--- src/rtl/count_seg_display.sv ---
// count_seg_display
// Converts an N-bit unsigned count into up to four BCD digits with a
// sequential shift-and-add-3 converter, then time-multiplexes those digits
// onto a common-anode seven-segment display. Leading zeros are blanked,
// while the ones digit is always lit. All outputs are decoded from registers
// only, so the display never sees a half-converted value.
module count_seg_display #(
  parameter int N           = 4,
  parameter int REFRESH_DIV = 100000
) (
  input  logic         clk,
  input  logic         reset,
  input  logic [N-1:0] count,
  output logic [6:0]   seg,
  output logic [3:0]   an,
  output logic         dp,
  output logic         busy
);

  // Width of the refresh prescaler and its terminal value.
  localparam int SW = (REFRESH_DIV > 2) ? $clog2(REFRESH_DIV) : 1;
  localparam logic [SW-1:0] SCAN_LAST = SW'(REFRESH_DIV - 1);

  // The shift counter runs 0..N-1. N is at most 13, so four bits suffice.
  localparam logic [3:0] SHIFT_LAST = 4'(N - 1);

  typedef enum logic [1:0] {
    IDLE  = 2'd0,
    SHIFT = 2'd1,
    LATCH = 2'd2
  } state_e;

  state_e        state_q, state_d;
  logic [N-1:0]  src_q, src_d;
  logic [N-1:0]  work_q, work_d;
  logic [15:0]   bcd_q, bcd_d;
  logic [15:0]   disp_q, disp_d;
  logic          force_q, force_d;
  logic [3:0]    shiftCnt_q, shiftCnt_d;
  logic [SW-1:0] scan_q, scan_d;
  logic [1:0]    digit_q, digit_d;

  logic [15:0]   bcdAdj;
  logic [3:0]    curNibble;
  logic          curBlank;

  // Add 3 to every BCD nibble that is 5 or more, so that the following
  // left shift carries correctly into the next decimal digit.
  function automatic logic [15:0] addThree(input logic [15:0] v);
    logic [15:0] r;
    logic [3:0]  nib;
    r = v;
    for (int i = 0; i < 4; i++) begin
      nib = v[4*i +: 4];
      if (nib >= 4'd5) begin
        r[4*i +: 4] = nib + 4'd3;
      end
    end
    return r;
  endfunction

  // Map a BCD nibble to active-low segments in g..a order. Values 10..15
  // cannot occur, so they blank all segments.
  function automatic logic [6:0] segDecode(input logic [3:0] nib);
    logic [6:0] s;
    case (nib)
      4'd0:    s = 7'b1000000;
      4'd1:    s = 7'b1111001;
      4'd2:    s = 7'b0100100;
      4'd3:    s = 7'b0110000;
      4'd4:    s = 7'b0011001;
      4'd5:    s = 7'b0010010;
      4'd6:    s = 7'b0000010;
      4'd7:    s = 7'b1111000;
      4'd8:    s = 7'b0000000;
      4'd9:    s = 7'b0010000;
      default: s = 7'b1111111;
    endcase
    return s;
  endfunction

  // Converter state. The force flag makes the first cycle after reset
  // start a conversion even if count happens to be zero.
  always_ff @(posedge clk or negedge reset) begin
    if (!reset) begin
      state_q    <= IDLE;
      src_q      <= '0;
      work_q     <= '0;
      bcd_q      <= '0;
      disp_q     <= '0;
      force_q    <= 1'b1;
      shiftCnt_q <= '0;
    end else begin
      state_q    <= state_d;
      src_q      <= src_d;
      work_q     <= work_d;
      bcd_q      <= bcd_d;
      disp_q     <= disp_d;
      force_q    <= force_d;
      shiftCnt_q <= shiftCnt_d;
    end
  end

  // Capture, shift N times, then latch the result into the display copy.
  // src_q stays untouched while converting and acts as the "last value
  // converted" reference. work_q is the copy that is shifted out.
  always_comb begin
    state_d    = state_q;
    src_d      = src_q;
    work_d     = work_q;
    bcd_d      = bcd_q;
    disp_d     = disp_q;
    force_d    = force_q;
    shiftCnt_d = shiftCnt_q;
    bcdAdj     = addThree(bcd_q);
    case (state_q)
      IDLE: begin
        if ((count != src_q) || force_q) begin
          src_d      = count;
          work_d     = count;
          bcd_d      = '0;
          force_d    = 1'b0;
          shiftCnt_d = '0;
          state_d    = SHIFT;
        end
      end
      SHIFT: begin
        bcd_d      = {bcdAdj[14:0], work_q[N-1]};
        work_d     = work_q << 1;
        shiftCnt_d = shiftCnt_q + 4'd1;
        if (shiftCnt_q == SHIFT_LAST) begin
          state_d = LATCH;
        end
      end
      LATCH: begin
        disp_d  = bcd_q;
        state_d = IDLE;
      end
      default: begin
        state_d = IDLE;
      end
    endcase
  end

  // Refresh prescaler and digit index. These run freely, independent of
  // the converter.
  always_ff @(posedge clk or negedge reset) begin
    if (!reset) begin
      scan_q  <= '0;
      digit_q <= '0;
    end else begin
      scan_q  <= scan_d;
      digit_q <= digit_d;
    end
  end

  // Wrap the prescaler at REFRESH_DIV-1 and step to the next digit slot.
  always_comb begin
    scan_d  = scan_q + 1'b1;
    digit_d = digit_q;
    if (scan_q == SCAN_LAST) begin
      scan_d  = '0;
      digit_d = digit_q + 2'd1;
    end
  end

  // Select the nibble for the current slot. A digit is blanked when it and
  // every more significant digit are zero. The ones digit is never blanked.
  always_comb begin
    curNibble = disp_q[3:0];
    curBlank  = 1'b0;
    case (digit_q)
      2'd0: begin
        curNibble = disp_q[3:0];
        curBlank  = 1'b0;
      end
      2'd1: begin
        curNibble = disp_q[7:4];
        curBlank  = (disp_q[15:4] == 12'd0);
      end
      2'd2: begin
        curNibble = disp_q[11:8];
        curBlank  = (disp_q[15:8] == 8'd0);
      end
      default: begin
        curNibble = disp_q[15:12];
        curBlank  = (disp_q[15:12] == 4'd0);
      end
    endcase
  end

  // Drive the display pins from registered state only.
  always_comb begin
    seg  = segDecode(curNibble);
    an   = curBlank ? 4'b1111 : ~(4'b0001 << digit_q);
    dp   = 1'b1;
    busy = (state_q != IDLE);
  end

endmodule

--- config.mk ---
export PLATFORM = sky130hd
export DESIGN_NAME = count_seg_display
export DESIGN_NICKNAME = d
export VERILOG_FILES = /design/src/rtl/count_seg_display.sv
export SDC_FILE = /design/constraint.sdc
export NUM_CORES = 1
export LEC_CHECK = 0
export CAP_MARGIN = 15
export CORE_UTILIZATION = 59
export CTS_CLUSTER_DIAMETER = 30
export DETAILED_ROUTE_END_ITERATION = 16
export PLACE_DENSITY = 0.79
export SETUP_SLACK_MARGIN = 0.1
export SLEW_MARGIN = 20
export SYNTH_ARGS = -nofsm -noshare
export SYNTH_HDL_FRONTEND = slang
export SYNTH_SLANG_ARGS = --single-unit
--- constraint.sdc ---
create_clock -name clk -period 2.8 [get_ports clk]
set_input_delay 0.42 -clock clk [delete_from_list [all_inputs] [get_ports clk]]
set_output_delay 0.42 -clock clk [all_outputs]
set_load 0.005 [all_outputs]
==> impl_metrics.ini, run 1 <==
[finish]
areaGrowthSynthToFinish_pct = 18.1
fin_nets = 383
stdcell_count = 436
diodes = 0
mostFrequentLayoutCells = 64 x dfrtp_1, 27 x nand2_1, 26 x o21ai_0
final_common_cell = dfrtp_1
drive_above_1_share_pct = 23.6
utilization_pct = 72.8

[floorplan]
die_y_um = 78.3
dieArea_um2 = 6130
die_w_um = 78.3
core_area_um2 = 5570
std_cell_rows = 27
start_util_pct = 61.6
ios = 19

[route]
dr.pass1.iters = 5
vias = 2591
via_per_inst = 5.94
wl_per_cell_um = 16.5
drc_errors = 0
wl_um = 7170
first_iter_violations = 156
ant_nets = 0

[worst_setup_path]
endpoint_kind = output port
crit_top_cell = buf_6
cp.depth = 8
setup.worst_path.start = digit_q[1]
critPathArrivalTime_ns = 2.33
startpoint_type = flip-flop
crit_slowest_cell = a222oi_1
cp_max_fo = 5
rr_endpoint = digit_q[0]
rr_worst_depth = 6
crit_required_ns = 2.38
cp_cell_sequence = buf_6 > ha_4 > a222oi_1 > mux2i_4 > buf_6 > a211oi_4 > a31oi_4 > buf_2
cpLargestDelayFamily = compound AO/OA/AOI/OAI gates
crit_buf_inv = 3
path_class = flip-flop to output port
ff2ff_setup_slack_ns = 0.84
r2r_start = scan_q[0]
crit_end = seg[4]
slowest_delay_ns = 0.48

[run_status]
status = finished, final reports clean

[clock_tree]
cts_max_path_buffers = 2
root_buffer = clkbuf_8
cts_buffers = 9
htreeDepth = 3
clkTransAtPathRegs_ns = 0.07
clk_latency_ns = 0.34
cts_tree = yes
ctsHoldBuffers = 0
cts_num_sinks = 66

[timing]
fin_crit_sh_pct = 98.1
finalHoldViolations = 0
slew_headroom_pct = 37.6
holdWs_ns = 0.247
finalMaxSlewViolations = 0
fmax_ghz = 0.364
worst_pin_slew_ns = 0.936
rsz0062_at_grt = true
period_needed_ns = 2.75
setup_viol = 0
setup_tns_ns = 0
fin_skew_ns = 0.00523

[place]
port_buffers = 17
dpl.cell_count = 410
gp_congestion = 0.844
hpwl_um = 4330

[yosys]
seq_area_frac_synth_pct = 48.1
avgSynthCellArea_um2 = 10.6
async_flop_share_pct = 100
synth_fp_nets = 349
synth-seq-cells = 66
synth_edf_count = 0
netlist_area_um2 = 3430
ys.warnings.count = 0
synthCells = 325
synthFlopType = dfrtp_1
yosysUniqueCellTypes = 49

[grt]
grt_pass1_vias = 2540
grt_max_degree = 67
antenna_found_initial = 0
grt_pass1_wl_um = 11600
grt_use_total_pct = 25.0
globalRoute.totalOverflow = 0

[power]
leakage_nw = 1.83
power.density_nw_per_um2 = 924
ir_drop_v = 0.000595

[run]
cap_violations = 0

[hold_path]
hold_path.class = input port to asynchronous set/reset pin
==> area by class of cell <==
cell class,count,area (um2)
clock buffer,10,138
fill,393,1520
multi-input combinational,230,1810
inverter,18,67.6
clock inverter,6,32.5
sequential,66,1650
timing repair buffer,34,269
tap,72,90.1
==> per-layer routing <==
metal / vias to the layer above / global-route usage, % / wire length [um]
li1: 1221 / - / -
met1: 1280 / 32.6 / 3360
met2: 72 / 39.3 / 3410
met3: 18 / 5.12 / 234
met4: 0 / 13.5 / 170
met5: - / 0 / 0
==> power breakdown <==
group          switching [mW]  total [mW]  internal [mW]
Sequential              0.233        1.45           1.22
Combinational           0.849        1.59          0.742
Clock                   0.370       0.707          0.337
Total                    1.45        3.75           2.30
==> worst min path at each step <==
| stage | start | end | slack, ns | depth (start not counted) |
|---|---|---|---|---|
| CTS | reset | src_q[3] | 0.28 | 2 |
| global placement | scan_q[0] | scan_q[0] | 0.48 | 1 |
| floorplan | reset | bcd_q[0] | 0.12 | 0 |
| global route | reset | src_q[3] | 0.34 | 2 |
| finish | reset | src_q[3] | 0.25 | 2 |
| detailed placement | work_q[3] | bcd_q[0] | 0.48 | 2 |
==> synth_stat cells, types with 2 or more instances <==
| library cell | number | area, um2 |
|---|---|---|
| dfrtp_1 | 65 | 1630 |
| o21ai_0 | 28 | 140 |
| nand2_1 | 27 | 101 |
| ha_1 | 18 | 225 |
| inv_1 | 17 | 63.8 |
| mux2_2 | 17 | 191 |
| xnor2_1 | 14 | 123 |
| nor2_1 | 13 | 48.8 |
| a21oi_1 | 12 | 60.1 |
| nand3_1 | 12 | 60.1 |
| xor2_1 | 11 | 96.3 |
| nand2b_1 | 9 | 56.3 |
| mux2i_1 | 7 | 70.1 |
| a22o_1 | 6 | 52.6 |
| clkbuf_1 | 6 | 22.5 |
| nand4_1 | 6 | 37.5 |
| and2_1 | 5 | 31.3 |
| a222oi_1 | 4 | 40.0 |
| nor3_1 | 4 | 20.0 |
| a21o_1 | 3 | 22.5 |
| a221o_1 | 3 | 30.0 |
| buf_4 | 3 | 22.5 |
| nor2b_1 | 3 | 18.8 |
| and4_1 | 2 | 17.5 |
| buf_2 | 2 | 10.0 |
| nor4_1 | 2 | 12.5 |
| o22ai_1 | 2 | 12.5 |
| o2bb2ai_1 | 2 | 17.5 |
| o31ai_1 | 2 | 15.0 |
==> worst reg2reg max path: stages (launching register included) <==
cell and delay [ns]:
dfrtp_1 0.40, ha_1 0.22, and4_1 0.36, nand2_1 0.10, nor4_2 0.37, buf_4 0.28
xnor2_1 0.14
==> timing repair <==
action | in CTS | in global routing
setup buffers | 9 | 1
resized for setup | 45 | 15
endpoints found under the setup margin | 7 | 11
pin swaps | 9 | 3
hold endpoints to repair | 0 | 0
==> flip-flops by register name, summed over array words and instances, names as in the netlist <==
register    count
scan_q         17
disp_q         16
shiftCnt_q      4
bcd_q          16
src_q           4
work_q          4
state_q         2
force_q         1
digit_q         2
==> kinds of logic (layout without fill, tap and decap cells) <==
family / count (synthesis) / count (layout) / synth area share (%)
and+or+nand+nor: 91 / 91 / 14.0
AOI/OAI and AO/OA: 70 / 70 / 13.3
DFF: 66 / 66 / 48.1
buffers and inverters: 29 / 68 / 3.57
xor gates and xnor gates: 25 / 25 / 6.38
muxes: 25 / 25 / 7.94
adders and majority gates: 18 / 18 / 6.56
other: 1 / 1 / 0.109
==> stage by stage <==
step / worst slack [ns] / power, mW / cell area [um2]
final: 0.0535 / 3.75 / 4060
after CTS: 0.0574 / 3.66 / 4000
after global routing: 0.0308 / 4.00 / 4060
after floorplan: 0.656 / 2.40 / 3430
after detailed placement: 0.0140 / 2.89 / 3690
after global placement: 0.0950 / 2.83 / 3690
No activity file was read; power rests on OpenSTA's default activity.
==> run 2: changes to the inputs <==
--- a/config.mk
+++ b/config.mk
@@ -10,7 +10,7 @@
 export CTS_CLUSTER_DIAMETER = 30
 export DETAILED_ROUTE_END_ITERATION = 16
 export PLACE_DENSITY = 0.79
-export SETUP_SLACK_MARGIN = 0.1
+export SETUP_SLACK_MARGIN = 0.02
 export SLEW_MARGIN = 20
 export SYNTH_ARGS = -nofsm -noshare
 export SYNTH_HDL_FRONTEND = slang
==> run 2 against run 1 <==
Net effect:
- final cell count increased by 0.23%
- via count shrank 1.0%
- sequential power is essentially flat
- global-route usage decreased by 1.4 points
- first-iteration DRC count up 37%
- critical endpoint is now seg[5]
==> impl_metrics.ini, run 2 (same netlist as run 1, synthesis figures left out) <==
[route]
dr.pass1.iters = 6
wl_per_cell_um = 15.8
drc_errors = 0
wl_um = 6890
vias = 2564
ant_nets = 0
via_per_inst = 5.87
first_iter_violations = 214

[worst_setup_path]
ff2ff_setup_slack_ns = 0.89
endpoint_kind = output port
cp_max_fo = 6
slowest_delay_ns = 0.45
critPathArrivalTime_ns = 2.38
crit_slowest_cell = a222oi_1
rr_endpoint = digit_q[1]
r2r_start = scan_q[0]
cp_cell_sequence = buf_6 > ha_4 > a222oi_1 > mux2i_4 > buf_6 > ha_4 > nor3_2 > a21oi_1 > clkbuf_2
startpoint_type = flip-flop
crit_required_ns = 2.38
crit_buf_inv = 3
rr_worst_depth = 5
path_class = flip-flop to output port
cpLargestDelayFamily = compound AO/OA/AOI/OAI gates

[finish]
final_design_area_no_fill_um2 = 4040
largest_reg_flops = 17
areaGrowthSynthToFinish_pct = 17.7
multi_input_area_um2 = 1770
diodes = 0
top_regs = scan_q x17, bcd_q x16, disp_q x16
largest-register = scan_q
mostFrequentLayoutCells = 65 x dfrtp_1, 27 x nand2_1, 26 x o21ai_0
final_common_cell = dfrtp_1
ff_latch_area_um2 = 1650
fillers = 387
fin_nets = 384
drive_above_1_share_pct = 22.5
stdcell_count = 437
utilization_pct = 72.5

[hold_path]
hold_path.class = input port to asynchronous set/reset pin

[grt]
grt_use_total_pct = 23.6
grt_max_degree = 67
globalRoute.totalOverflow = 0
grt_pass1_vias = 2435
grt_pass1_wl_um = 11000
antenna_found_initial = 0

[place]
dp_slack_ns = 0.0140
dpl.cell_count = 410
port_buffers = 17
placed_area_um2 = 3690
hpwl_um = 4330
gp_congestion = 0.844

[floorplan]
start_util_pct = 61.6
die_y_um = 78.3
die_w_um = 78.3
std_cell_rows = 27
dieArea_um2 = 6130
ios = 19
core_area_um2 = 5570

[power]
power.density_nw_per_um2 = 919
leakage_nw = 1.85
ir_drop_v = 0.000588
finalPower_mw = 3.72

[run_status]
status = finished, final reports clean

[clock_tree]
cts_buffers = 9
cts_num_sinks = 66
clk_latency_ns = 0.34
htreeDepth = 3
root_buffer = clkbuf_8
cts_max_path_buffers = 2
ctsHoldBuffers = 0
clkTransAtPathRegs_ns = 0.07
cts_tree = yes

[timing]
slew_headroom_pct = 41.7
holdWs_ns = 0.256
period_needed_ns = 2.80
fin_skew_ns = 0.00843
rsz0062_at_grt = true
setup_ws_ns = 0.00441
setup_viol = 0
finalHoldViolations = 0
fmax_ghz = 0.358
setup_tns_ns = 0
finalMaxSlewViolations = 0
fin_crit_sh_pct = 99.8
worst_pin_slew_ns = 0.874

[run]
cap_violations = 0
-- run 2: final cells by class --
type,count,share of cell area (%)
clock inverters,6,0.805
repair buffers,35,7.21
well taps,72,2.23
flip-flops and latches,66,40.9
clock buffers,10,3.40
inverters,18,1.73
multi-input cells,230,43.7
-- run 2: timing repair --
action                                  in CTS  in global routing
buffers inserted                             6                  6
resized for setup                           17                 36
pin swaps                                    6                  8
endpoints found under the setup margin       7                  7
-- run 2: worst max path at each step --
stage | from | to | slack [ns] | cells past startpoint
2_1_floorplan | digit_q[0] | seg[1] | 0.66 | 7
3_3_place_gp | digit_q[0] | seg[1] | 0.09 | 7
3_5_place_dp | digit_q[0] | seg[1] | 0.01 | 7
4_1_cts | digit_q[0] | seg[2] | -0.15 | 8
5_1_grt | digit_q[0] | seg[5] | -0.12 | 9
6_report | digit_q[1] | seg[5] | 0.004 | 9
-- run 2: worst register-to-register path: cells and delay by family, from the launching register on --
family / cells / cell delay [ns]
simple gates: 3 / 0.81
flops: 1 / 0.40
mux: 1 / 0.37
fa+ha+maj: 1 / 0.22
-- run 2: metal layers --
metal,vias up,global-route usage [%],routed length (um)
met4,0,12.0,150
li1,1224,-,-
met1,1256,31.8,3280
met2,71,36.3,3240
met5,-,0,0
met3,13,4.88,215
-- run 2: power breakdown --
part           leakage, nW  internal [mW]  switching, mW
registers            0.860           1.22          0.228
logic                0.902          0.741          0.822
clock network       0.0916          0.337          0.370
